## src/rtl/seg_pkg.sv

```systemverilog
// -----------------------------------------------------------------------------
// seg_pkg
// Shared constants for the 7-segment display path.
//   - Segment bit order: glyph bit 0 drives segment a ... bit 6 drives segment g,
//     so a glyph word reads {g,f,e,d,c,b,a}.
//   - Glyph constants for hex digits 0-F (common-cathode, active-high).
//   - SEG_BLANK: all segments off.
//   - hex_glyph(): nibble-to-glyph lookup used by seg_glyph.
// -----------------------------------------------------------------------------
package seg_pkg;

   typedef logic [6:0] glyph_t;

   // Segment bit positions inside a glyph word.
   localparam int SEG_A = 0;
   localparam int SEG_B = 1;
   localparam int SEG_C = 2;
   localparam int SEG_D = 3;
   localparam int SEG_E = 4;
   localparam int SEG_F = 5;
   localparam int SEG_G = 6;

   localparam glyph_t SEG_BLANK = 7'h00;

   localparam glyph_t GLYPH_0 = 7'h3F;
   localparam glyph_t GLYPH_1 = 7'h06;
   localparam glyph_t GLYPH_2 = 7'h5B;
   localparam glyph_t GLYPH_3 = 7'h4F;
   localparam glyph_t GLYPH_4 = 7'h66;
   localparam glyph_t GLYPH_5 = 7'h6D;
   localparam glyph_t GLYPH_6 = 7'h7D;
   localparam glyph_t GLYPH_7 = 7'h07;
   localparam glyph_t GLYPH_8 = 7'h7F;
   localparam glyph_t GLYPH_9 = 7'h6F;
   localparam glyph_t GLYPH_A = 7'h77;
   localparam glyph_t GLYPH_B = 7'h7C;   // lower-case b
   localparam glyph_t GLYPH_C = 7'h39;
   localparam glyph_t GLYPH_D = 7'h5E;   // lower-case d
   localparam glyph_t GLYPH_E = 7'h79;
   localparam glyph_t GLYPH_F = 7'h71;

   function automatic glyph_t hex_glyph(input logic [3:0] nib);
      glyph_t g;
      case (nib)
         4'h0: g = GLYPH_0;
         4'h1: g = GLYPH_1;
         4'h2: g = GLYPH_2;
         4'h3: g = GLYPH_3;
         4'h4: g = GLYPH_4;
         4'h5: g = GLYPH_5;
         4'h6: g = GLYPH_6;
         4'h7: g = GLYPH_7;
         4'h8: g = GLYPH_8;
         4'h9: g = GLYPH_9;
         4'hA: g = GLYPH_A;
         4'hB: g = GLYPH_B;
         4'hC: g = GLYPH_C;
         4'hD: g = GLYPH_D;
         4'hE: g = GLYPH_E;
         default: g = GLYPH_F;
      endcase
      return g;
   endfunction

endpackage : seg_pkg

```

## src/rtl/seg_glyph.sv

```systemverilog
// -----------------------------------------------------------------------------
// seg_glyph
// Purely combinational single-digit decoder.
//   nibble  in  4  digit value
//   is_hex  in  1  1 = hex glyphs 0-F, 0 = decimal (values above 9 go dark)
//   blank   in  1  force the digit dark
//   glyph   out 7  {g,f,e,d,c,b,a}, active-high
// -----------------------------------------------------------------------------
module seg_glyph
   import seg_pkg::*;
(
   input  logic [3:0] nibble,
   input  logic       is_hex,
   input  logic       blank,
   output logic [6:0] glyph
);

   always_comb begin
      glyph = hex_glyph(nibble);
      if (blank || (!is_hex && (nibble > 4'd9))) begin
         glyph = SEG_BLANK;
      end
   end

endmodule : seg_glyph

```

## src/rtl/seg_scanner.sv

```systemverilog
// -----------------------------------------------------------------------------
// seg_scanner
// Time-multiplexed driver for DIGITS common-cathode 7-segment digits.
// A load strobe captures the display settings into a pending set; the pending
// set is promoted to the shadow set only at the end of a frame, so a frame is
// always drawn from one consistent value.
//
// Parameters
//   DIGITS     number of digits (1..8)
//   SCAN_DIV   clock cycles each digit stays enabled (>=1)
//   BLINK_DIV  frames per blink half-period (only with SEG_SCANNER_BLINK_EN)
//
// Ports
//   clk         in   system clock
//   rst_n       in   asynchronous active-low reset
//   load        in   capture strobe for value/is_hex/blank_mask/lz_en(/blink_mask)
//   value       in   packed nibbles, digit i = value[4i+3:4i]
//   is_hex      in   1 = hex glyphs, 0 = decimal
//   blank_mask  in   per-digit force-off
//   lz_en       in   leading-zero suppression (decimal only)
//   blink_mask  in   per-digit blink enable (only with SEG_SCANNER_BLINK_EN)
//   seg         out  {g,f,e,d,c,b,a}, registered
//   dig_sel     out  one-hot digit enable, registered
//
// Build option: define SEG_SCANNER_BLINK_EN to add the blink_mask port and the
// frame counter that blanks blinking digits during the second half-period.
// -----------------------------------------------------------------------------
module seg_scanner
   import seg_pkg::*;
#(
   parameter int DIGITS    = 4,
   parameter int SCAN_DIV  = 50000
`ifdef SEG_SCANNER_BLINK_EN
   ,
   parameter int BLINK_DIV = 64
`endif
)
(
   input  logic                  clk,
   input  logic                  rst_n,
   input  logic                  load,
   input  logic [4*DIGITS-1:0]   value,
   input  logic                  is_hex,
   input  logic [DIGITS-1:0]     blank_mask,
   input  logic                  lz_en,
`ifdef SEG_SCANNER_BLINK_EN
   input  logic [DIGITS-1:0]     blink_mask,
`endif
   output logic [6:0]            seg,
   output logic [DIGITS-1:0]     dig_sel
);

   localparam int PW = (SCAN_DIV > 1) ? $clog2(SCAN_DIV) : 1;
   localparam int IW = (DIGITS > 1) ? $clog2(DIGITS) : 1;

   // One complete set of display settings; used for both pending and shadow.
   typedef struct packed {
      logic [4*DIGITS-1:0] value;
      logic                is_hex;
      logic [DIGITS-1:0]   blank;
      logic                lz_en;
`ifdef SEG_SCANNER_BLINK_EN
      logic [DIGITS-1:0]   blink;
`endif
   } cfg_t;

   logic [PW-1:0]     pre_reg, pre_next;
   logic [IW-1:0]     idx_reg, idx_next;
   cfg_t              pend_reg, pend_next;
   cfg_t              sh_reg, sh_next;
   cfg_t              cfg_in;
   logic [6:0]        seg_reg;
   logic [DIGITS-1:0] dig_sel_reg;

   logic              tc;
   logic              wrap;
   logic [DIGITS-1:0] zero_from;
   logic [3:0]        cur_nib;
   logic              cur_blank;
   logic              blink_off;
   logic [6:0]        glyph;

   // ---------------------------------------------------------------- scan timing
   assign tc   = (pre_reg == PW'(SCAN_DIV - 1));
   assign wrap = tc && (idx_reg == IW'(DIGITS - 1));

   always_comb begin
      pre_next = tc ? '0 : pre_reg + 1'b1;
      idx_next = idx_reg;
      if (tc) begin
         idx_next = (idx_reg == IW'(DIGITS - 1)) ? '0 : idx_reg + 1'b1;
      end
   end

   // ----------------------------------------------------------- settings capture
   always_comb begin
      cfg_in        = '0;
      cfg_in.value  = value;
      cfg_in.is_hex = is_hex;
      cfg_in.blank  = blank_mask;
      cfg_in.lz_en  = lz_en;
`ifdef SEG_SCANNER_BLINK_EN
      cfg_in.blink  = blink_mask;
`endif
   end

   // A load landing on the wrap cycle bypasses pending so it is not deferred a
   // whole extra frame.
   always_comb begin
      pend_next = load ? cfg_in : pend_reg;
      sh_next   = sh_reg;
      if (wrap) begin
         sh_next = load ? cfg_in : pend_reg;
      end
   end

   // ------------------------------------------------------- leading-zero detect
   // zero_from[i]: every nibble from digit i up to the most significant is zero.
   genvar gi;
   generate
      for (gi = 0; gi < DIGITS; gi++) begin : g_zero
         assign zero_from[gi] = (sh_reg.value[4*DIGITS-1:4*gi] == '0);
      end
   endgenerate

   // ------------------------------------------------------------ digit select
   always_comb begin
      cur_nib   = 4'd0;
      cur_blank = 1'b0;
      for (int i = 0; i < DIGITS; i++) begin
         if (idx_reg == IW'(i)) begin
            cur_nib   = sh_reg.value[4*i +: 4];
            cur_blank = sh_reg.blank[i]
                      | (sh_reg.lz_en && !sh_reg.is_hex && (i > 0) && zero_from[i]);
`ifdef SEG_SCANNER_BLINK_EN
            cur_blank = cur_blank | (sh_reg.blink[i] && blink_off);
`endif
         end
      end
   end

`ifdef SEG_SCANNER_BLINK_EN
   // ------------------------------------------------------------ blink phase
   // Counts completed frames modulo 2*BLINK_DIV; the upper half is the off phase.
   localparam int FW = $clog2(2 * BLINK_DIV);

   logic [FW-1:0] frame_reg, frame_next;

   always_comb begin
      frame_next = frame_reg;
      if (wrap) begin
         frame_next = (frame_reg == FW'(2 * BLINK_DIV - 1)) ? '0 : frame_reg + 1'b1;
      end
   end

   assign blink_off = (frame_reg >= FW'(BLINK_DIV));

   always_ff @(posedge clk or negedge rst_n) begin
      if (!rst_n) begin
         frame_reg <= '0;
      end else begin
         frame_reg <= frame_next;
      end
   end
`else
   assign blink_off = 1'b0;
`endif

   seg_glyph u_glyph (
      .nibble (cur_nib),
      .is_hex (sh_reg.is_hex),
      .blank  (cur_blank),
      .glyph  (glyph)
   );

   // ------------------------------------------------------------------ state
   // seg and dig_sel register together from the same idx so the segment pattern
   // never belongs to a different digit than the one enabled.
   always_ff @(posedge clk or negedge rst_n) begin
      if (!rst_n) begin
         pre_reg     <= '0;
         idx_reg     <= '0;
         pend_reg    <= '0;
         sh_reg      <= '0;
         seg_reg     <= SEG_BLANK;
         dig_sel_reg <= '0;
      end else begin
         pre_reg     <= pre_next;
         idx_reg     <= idx_next;
         pend_reg    <= pend_next;
         sh_reg      <= sh_next;
         seg_reg     <= glyph;
         dig_sel_reg <= DIGITS'(1) << idx_reg;
      end
   end

   assign seg     = seg_reg;
   assign dig_sel = dig_sel_reg;

endmodule : seg_scanner
```

## config.mk

```make
export PLATFORM = sky130hd
export DESIGN_NAME = seg_scanner
export DESIGN_NICKNAME = d
export VERILOG_FILES = /design/src/rtl/seg_pkg.sv /design/src/rtl/seg_glyph.sv /design/src/rtl/seg_scanner.sv
export SDC_FILE = /design/constraint.sdc
export NUM_CORES = 1
export LEC_CHECK = 0
export CORE_MARGIN = 2
export CORE_UTILIZATION = 30
export DETAILED_ROUTE_END_ITERATION = 6
export GPL_ROUTABILITY_DRIVEN = 1
export PLACE_DENSITY_LB_ADDON = 0.25
export SLEW_MARGIN = 30
export SYNTH_ARGS = -nofsm -noshare
export SYNTH_HDL_FRONTEND = slang
export SYNTH_SLANG_ARGS = --single-unit
```

## constraint.sdc

```tcl
create_clock -name clk -period 2.6 [get_ports clk]
set_input_delay 0.52 -clock clk [delete_from_list [all_inputs] [get_ports clk]]
set_output_delay 0.52 -clock clk [all_outputs]
set_load 0.03 [all_outputs]
```

# Word level (Yosys, flattened, before mapping)
# Memories as Yosys holds them, arrays and structs flattened.
# Cells that the tools add are included.
# totals
inputBits	25
ramBits	0
n_memories	1
latch_bits	0
regBits	73
romBits	112
# mem_list
name	words	word_bits	read_ports	rd_clocked_by_memory_dff	write_ports	line	source
(name not given)	16	7	1	0	0	seg_pkg.sv:44	case (nib)
# classes
n_bitwise	3
n_div	0
n_lt_le_gt_ge	1
muxes	12
n_reduce_logical	12
mul	0
shift	1
addsub	2
n_eq_ne	4
# op_table
cell	count
22-bit 2-to-1 mux	1
16-bit by 1-bit adder with 16-bit output (second input constant)	1
16-bit equality test (second input constant)	1
16-bit 2-to-1 mux	1
4-bit 2-to-1 mux	4
12-bit logical NOT	1
8-bit logical NOT	1
7-bit 2-to-1 mux	1
1-bit logical AND	6
2-bit equality test (second input constant)	2
4-bit greater-than comparator (second input constant)	1
4-bit logical NOT	1
1-bit 2-to-1 mux	4
1-bit by 2-bit left shift with 4-bit output (first input constant)	1
1-bit bitwise OR	3
2-bit by 1-bit adder with 2-bit output (second input constant)	1
2-bit by 1-bit equality test with 1-bit output (second input constant)	1
2-bit logical NOT	1
2-bit 2-to-1 mux	1
1-bit logical NOT	1
1-bit logical OR	1

# Depth between registers and ports, before layout
# Gate-level depths: netlist (run 1).
# logic_depth
word_depth	9
depth_mapped	12

# Cells and area by module
# Synthesis (run 1) repeated with hierarchy kept, for this count alone.
# unflattened
hier_cells	259
area_unflattened_um2	3345.7
# by_module_without_submodules
mod	instances	cells_each	area_per_inst_um2
seg_scanner	1	219	3071.7
seg_glyph	1	40	274.0

# Least setup slack after synthesis (run 1)
# OpenSTA, ideal clock, no wires.
# synth_path
path_type	register to register
start	reg idx_reg[0]
end	reg seg_reg[3] (netlist: seg[3])
period_less_slack_ns	2.291
n_path_buf	1
setup_ns	0.096
t_arrival_ns	2.196
path_slack_ns	0.309
stages_incl_launch_ff	13
path_cell_list	dfrtp_1 inv_1 ha_1 buf_2 a21oi_1 o21ai_0 a22o_1 inv_1 ha_1 nor2_1 o211ai_2 o221ai_4 a311oi_2
# synth_between
elab_chain_len	9
word_cells_on_any_way	17
cone_classes	order compare: 1; eq/ne: 3; mux: 9; reduce/logical: 3; memory: 1
# synth_lines
item	line	source
from (decl)	seg_scanner.sv:68	logic [IW-1:0] idx_reg, idx_next;
from (signal assigned)	seg_scanner.sv:189	idx_reg <= idx_next;
2-bit logical NOT	seg_scanner.sv:131	if (idx_reg == IW'(i)) begin
4-bit 2-to-1 mux (4 in a row)	seg_scanner.sv:131	
4-bit greater-than comparator	seg_glyph.sv:20	if (blank || (!is_hex && (nibble > 4'd9))) begin
1-bit logical AND	seg_glyph.sv:20	
1-bit logical OR	seg_glyph.sv:20	
7-bit 2-to-1 mux *	seg_glyph.sv:20	
named net glyph[3]	seg_scanner.sv:81	logic [6:0] glyph;
to (signal assigned)	seg_scanner.sv:192	seg_reg <= glyph;
to (decl)	seg_scanner.sv:72	logic [6:0] seg_reg;
# Mark *: on every way through the listed nets, which the timed path passes. The rest lies on a longest branch.
# A chain may end at the register's enable or synchronous reset.

# Worst setup path after layout (run 1)
# layout_path
start	reg idx_reg[0]
end	reg seg_reg[5] (netlist: seg[5])
# The elaborated chain is that of the path after synthesis.

==> results.md, run 1 <==
- Avg Cell Area, Syn: 13.0 um2
- Final Hold Slack: 0.135 ns
- Total grt overflow: 0
- DRC Markers: 0
- Top cells by area, synth: dfrtp_1 (54%), mux2_2 (7.9%), mux2_1 (7.3%), ha_1 (4.0%), a211oi_2 (2.6%)
- Port-buffer cells: 35
- Syn Inst Count: 261
- Width of the die: 110 um
- TNS Setup: 0 ns
- H-tree depth: 3
- Setup CP Type: reg2reg
- Required @ worst endpoint: 2.85 ns
- Slew margin rel.: 0.636
- Post-route minimum period: 2.41 ns
- Initial antenna violation count: 0
- Crit path largest cell delay: 0.41 ns
- Mapped Area: 0.00340 mm2
- Initial Util: 0.311
- # nets final: 346
- Largest fanout on the critical path: 6
- Synth unique cells: 49
- Clock Latency Late Sink: 0.33 ns
- Number of synthesized register bits: 73
- Crit. End Element: flop
- Largest net degree at the start of global routing: 34
- Worst Tran Pin Value: 0.543 ns
- Area leader, netlist: dfrtp_1
- 1st-iter DRT viols: 72
- CTS tree: yes
- CTS clk-pin slew, worst paths: 0.05 ns
- Setup Skew: 0.00418 ns
- Post-synth EDFFs: 0
- CP cell instances: inv_1, ha_1, nand2_1, o21ai_0, a22o_1, inv_1, ha_1, buf_4, mux2_1, a211oi_2
- Asr flop ratio synth: 1.00
- Area post-placement: 0.00394 mm2
- Die height: 110 um
- Maximum clock frequency: 415 MHz
- GR Util All Layers: 0.113
- Synth-to-layout area growth: 25.5%
- Most common cell after layout, fill and taps aside: dfrtp_1
- TritonRoute pass-1 iters: 4
- Mapped Nets: 297
- CTS root buf: clkbuf_16
- Row count: 38
- Status: finished, final reports clean
- Via count: 2,105
- Pleak: 1.86 nW
- Final Hold Viols: 0
- Setup-failing EPs final: 0
- Number of diodes: 0
- First-pass GRT wire length: 11.0 mm
- Critical path's slowest cell: dfrtp_1
- Routability cong.: 0.795
- Crit-path leading delay family: compound AO/OA/AOI/OAI gates
- Share of cells above drive strength 1: 0.235
- Data arrival, critical path: 2.66 ns
- Vias/cell: 4.63
- Synth top area share: 0.537
- Num CTS Buffers: 9
- Pins Over Slew Limit: 0
- WL/cell: 13.8 um
- CP Buf/Inv Count: 3
- Pwr per Cell Area: 632 mW/mm2
- YS warnings: 0
- Clk buf depth: 2
- Remaining antenna violation count after routing: 0
- CP Launch Type: flop
- VDD IR max: 0.406 mV
- DP HPWL: 4.53 mm
- Die area: 0.0122 mm2
- Max-cap violations: 0
- Num ports: 36
- Post-synthesis sequential area ratio: 0.537
- Most frequent cells in the layout: dfrtp_1 (73), clkdlybuf4s50_1 (34), mux2_2 (24), mux2_1 (22), nor2_1 (19)
- Min-delay worst type: in2async
- Design area: 0.00427 mm2
- Core Box Area: 0.0109 mm2
- Top FF cell, synth: dfrtp_1
- Num Clock Sinks: 73
- Period utilization: 0.927
- Vias in the first global route: 2,196
- Final WL: 6.29 mm
worst register-to-register path, cell delays in order, from the launching register on:
cell	delay, ns
dfrtp_1	0.41
inv_1	0.11
ha_1	0.27
nand2_1	0.08
o21ai_0	0.20
a22o_1	0.24
inv_1	0.12
ha_1	0.21
buf_4	0.15
mux2_1	0.31
a211oi_2	0.21
cell usage after synthesis, drive strengths merged, types with 2 or more instances:
master,count
ha,11
a221oi,2
nand4,2
mux2,46
o21ai,3
xor2,10
a211oi,8
or2,2
buf,9
and3,2
xnor2,4
nand3,8
nor2,21
nor2b,5
a21oi,4
nand3b,3
nor3b,3
nor4,2
mux2i,3
dfrtp,73
nand2,10
inv,9
nor3,5
layer usage:
layer  part of all wire  track usage  up-vias
met5                  0            0        -
met4              0.017       0.0450        0
met3              0.044       0.0401       11
met2               0.48        0.175       33
met1               0.45        0.143     1040
li1                   -            -     1021
power breakdown:
part           switching, mW  internal [mW]  leakage, nW
sequential            0.0264           1.20        0.910
clock                  0.446          0.764        0.142
combinational          0.127          0.135        0.809
total                  0.599           2.10         1.86
per-stage QoR:
| step | instances | setup slack [ns] | total power [mW] | util |
|---|---|---|---|---|
| 2_1_floorplan | 261 | 0.309 | 1.39 | - |
| 3_3_place_gp | 437 | 0.212 | 1.51 | 0.360 |
| 3_5_place_dp | 437 | 0.109 | 1.51 | 0.360 |
| 4_1_cts | 453 | 0.0990 | 2.75 | 0.387 |
| 5_1_grt | 455 | -0.0115 | 2.83 | 0.390 |
| 6_report | 455 | 0.189 | 2.70 | 0.390 |
logic make-up after synthesis:
family	share of synthesized area
AOI/OAI and AO/OA	0.0820
xor gates and xnor gates	0.0360
adders and majority gates	0.0405
buffers and inverters	0.0335
DFF	0.537
muxes	0.161
and+or+nand+nor	0.110
repair_timing:
| action | 4_1_cts | 5_1_grt |
|---|---|---|
| resized for setup | 0 | 3 |
| endpoints found under the setup margin | 0 | 7 |
| hold buffers | 0 | 0 |
| setup buffers | 0 | 2 |
final cells by class:
cell class                 count  area [um2]
clock buffer                  11         243
tap                          140         175
inverter                       9        33.8
timing repair buffer          48         455
sequential                    73        1830
fill                        1085        6670
clock inverter                 5        55.1
multi-input combinational    169        1480
final timing paths:
path,start,end,slack (ns),cells past startpoint
max,idx_reg[0],seg[5],0.19,10
min,rst_n,pend_reg[3],0.14,1
max reg2reg,idx_reg[0],seg[5],0.19,10
min reg2reg,pend_reg[4],pend_reg[4],0.49,1
max in group asynchronous,rst_n,pend_reg[12],1.81,2
min in group clk,pend_reg[4],pend_reg[4],0.49,1
(Power assumes the default switching activity.)
==> run 2, diff against run 1 <==
--- a/config.mk
+++ b/config.mk
@@ -9,6 +9,7 @@
 export CORE_UTILIZATION = 30
 export DETAILED_ROUTE_END_ITERATION = 6
 export GPL_ROUTABILITY_DRIVEN = 1
+export HOLD_SLACK_MARGIN = 0.12
 export PLACE_DENSITY_LB_ADDON = 0.25
 export SLEW_MARGIN = 30
 export SYNTH_ARGS = -nofsm -noshare
==> results of run 2 <==
No change in the layout: final DEF, timing and power equal those of run 1.
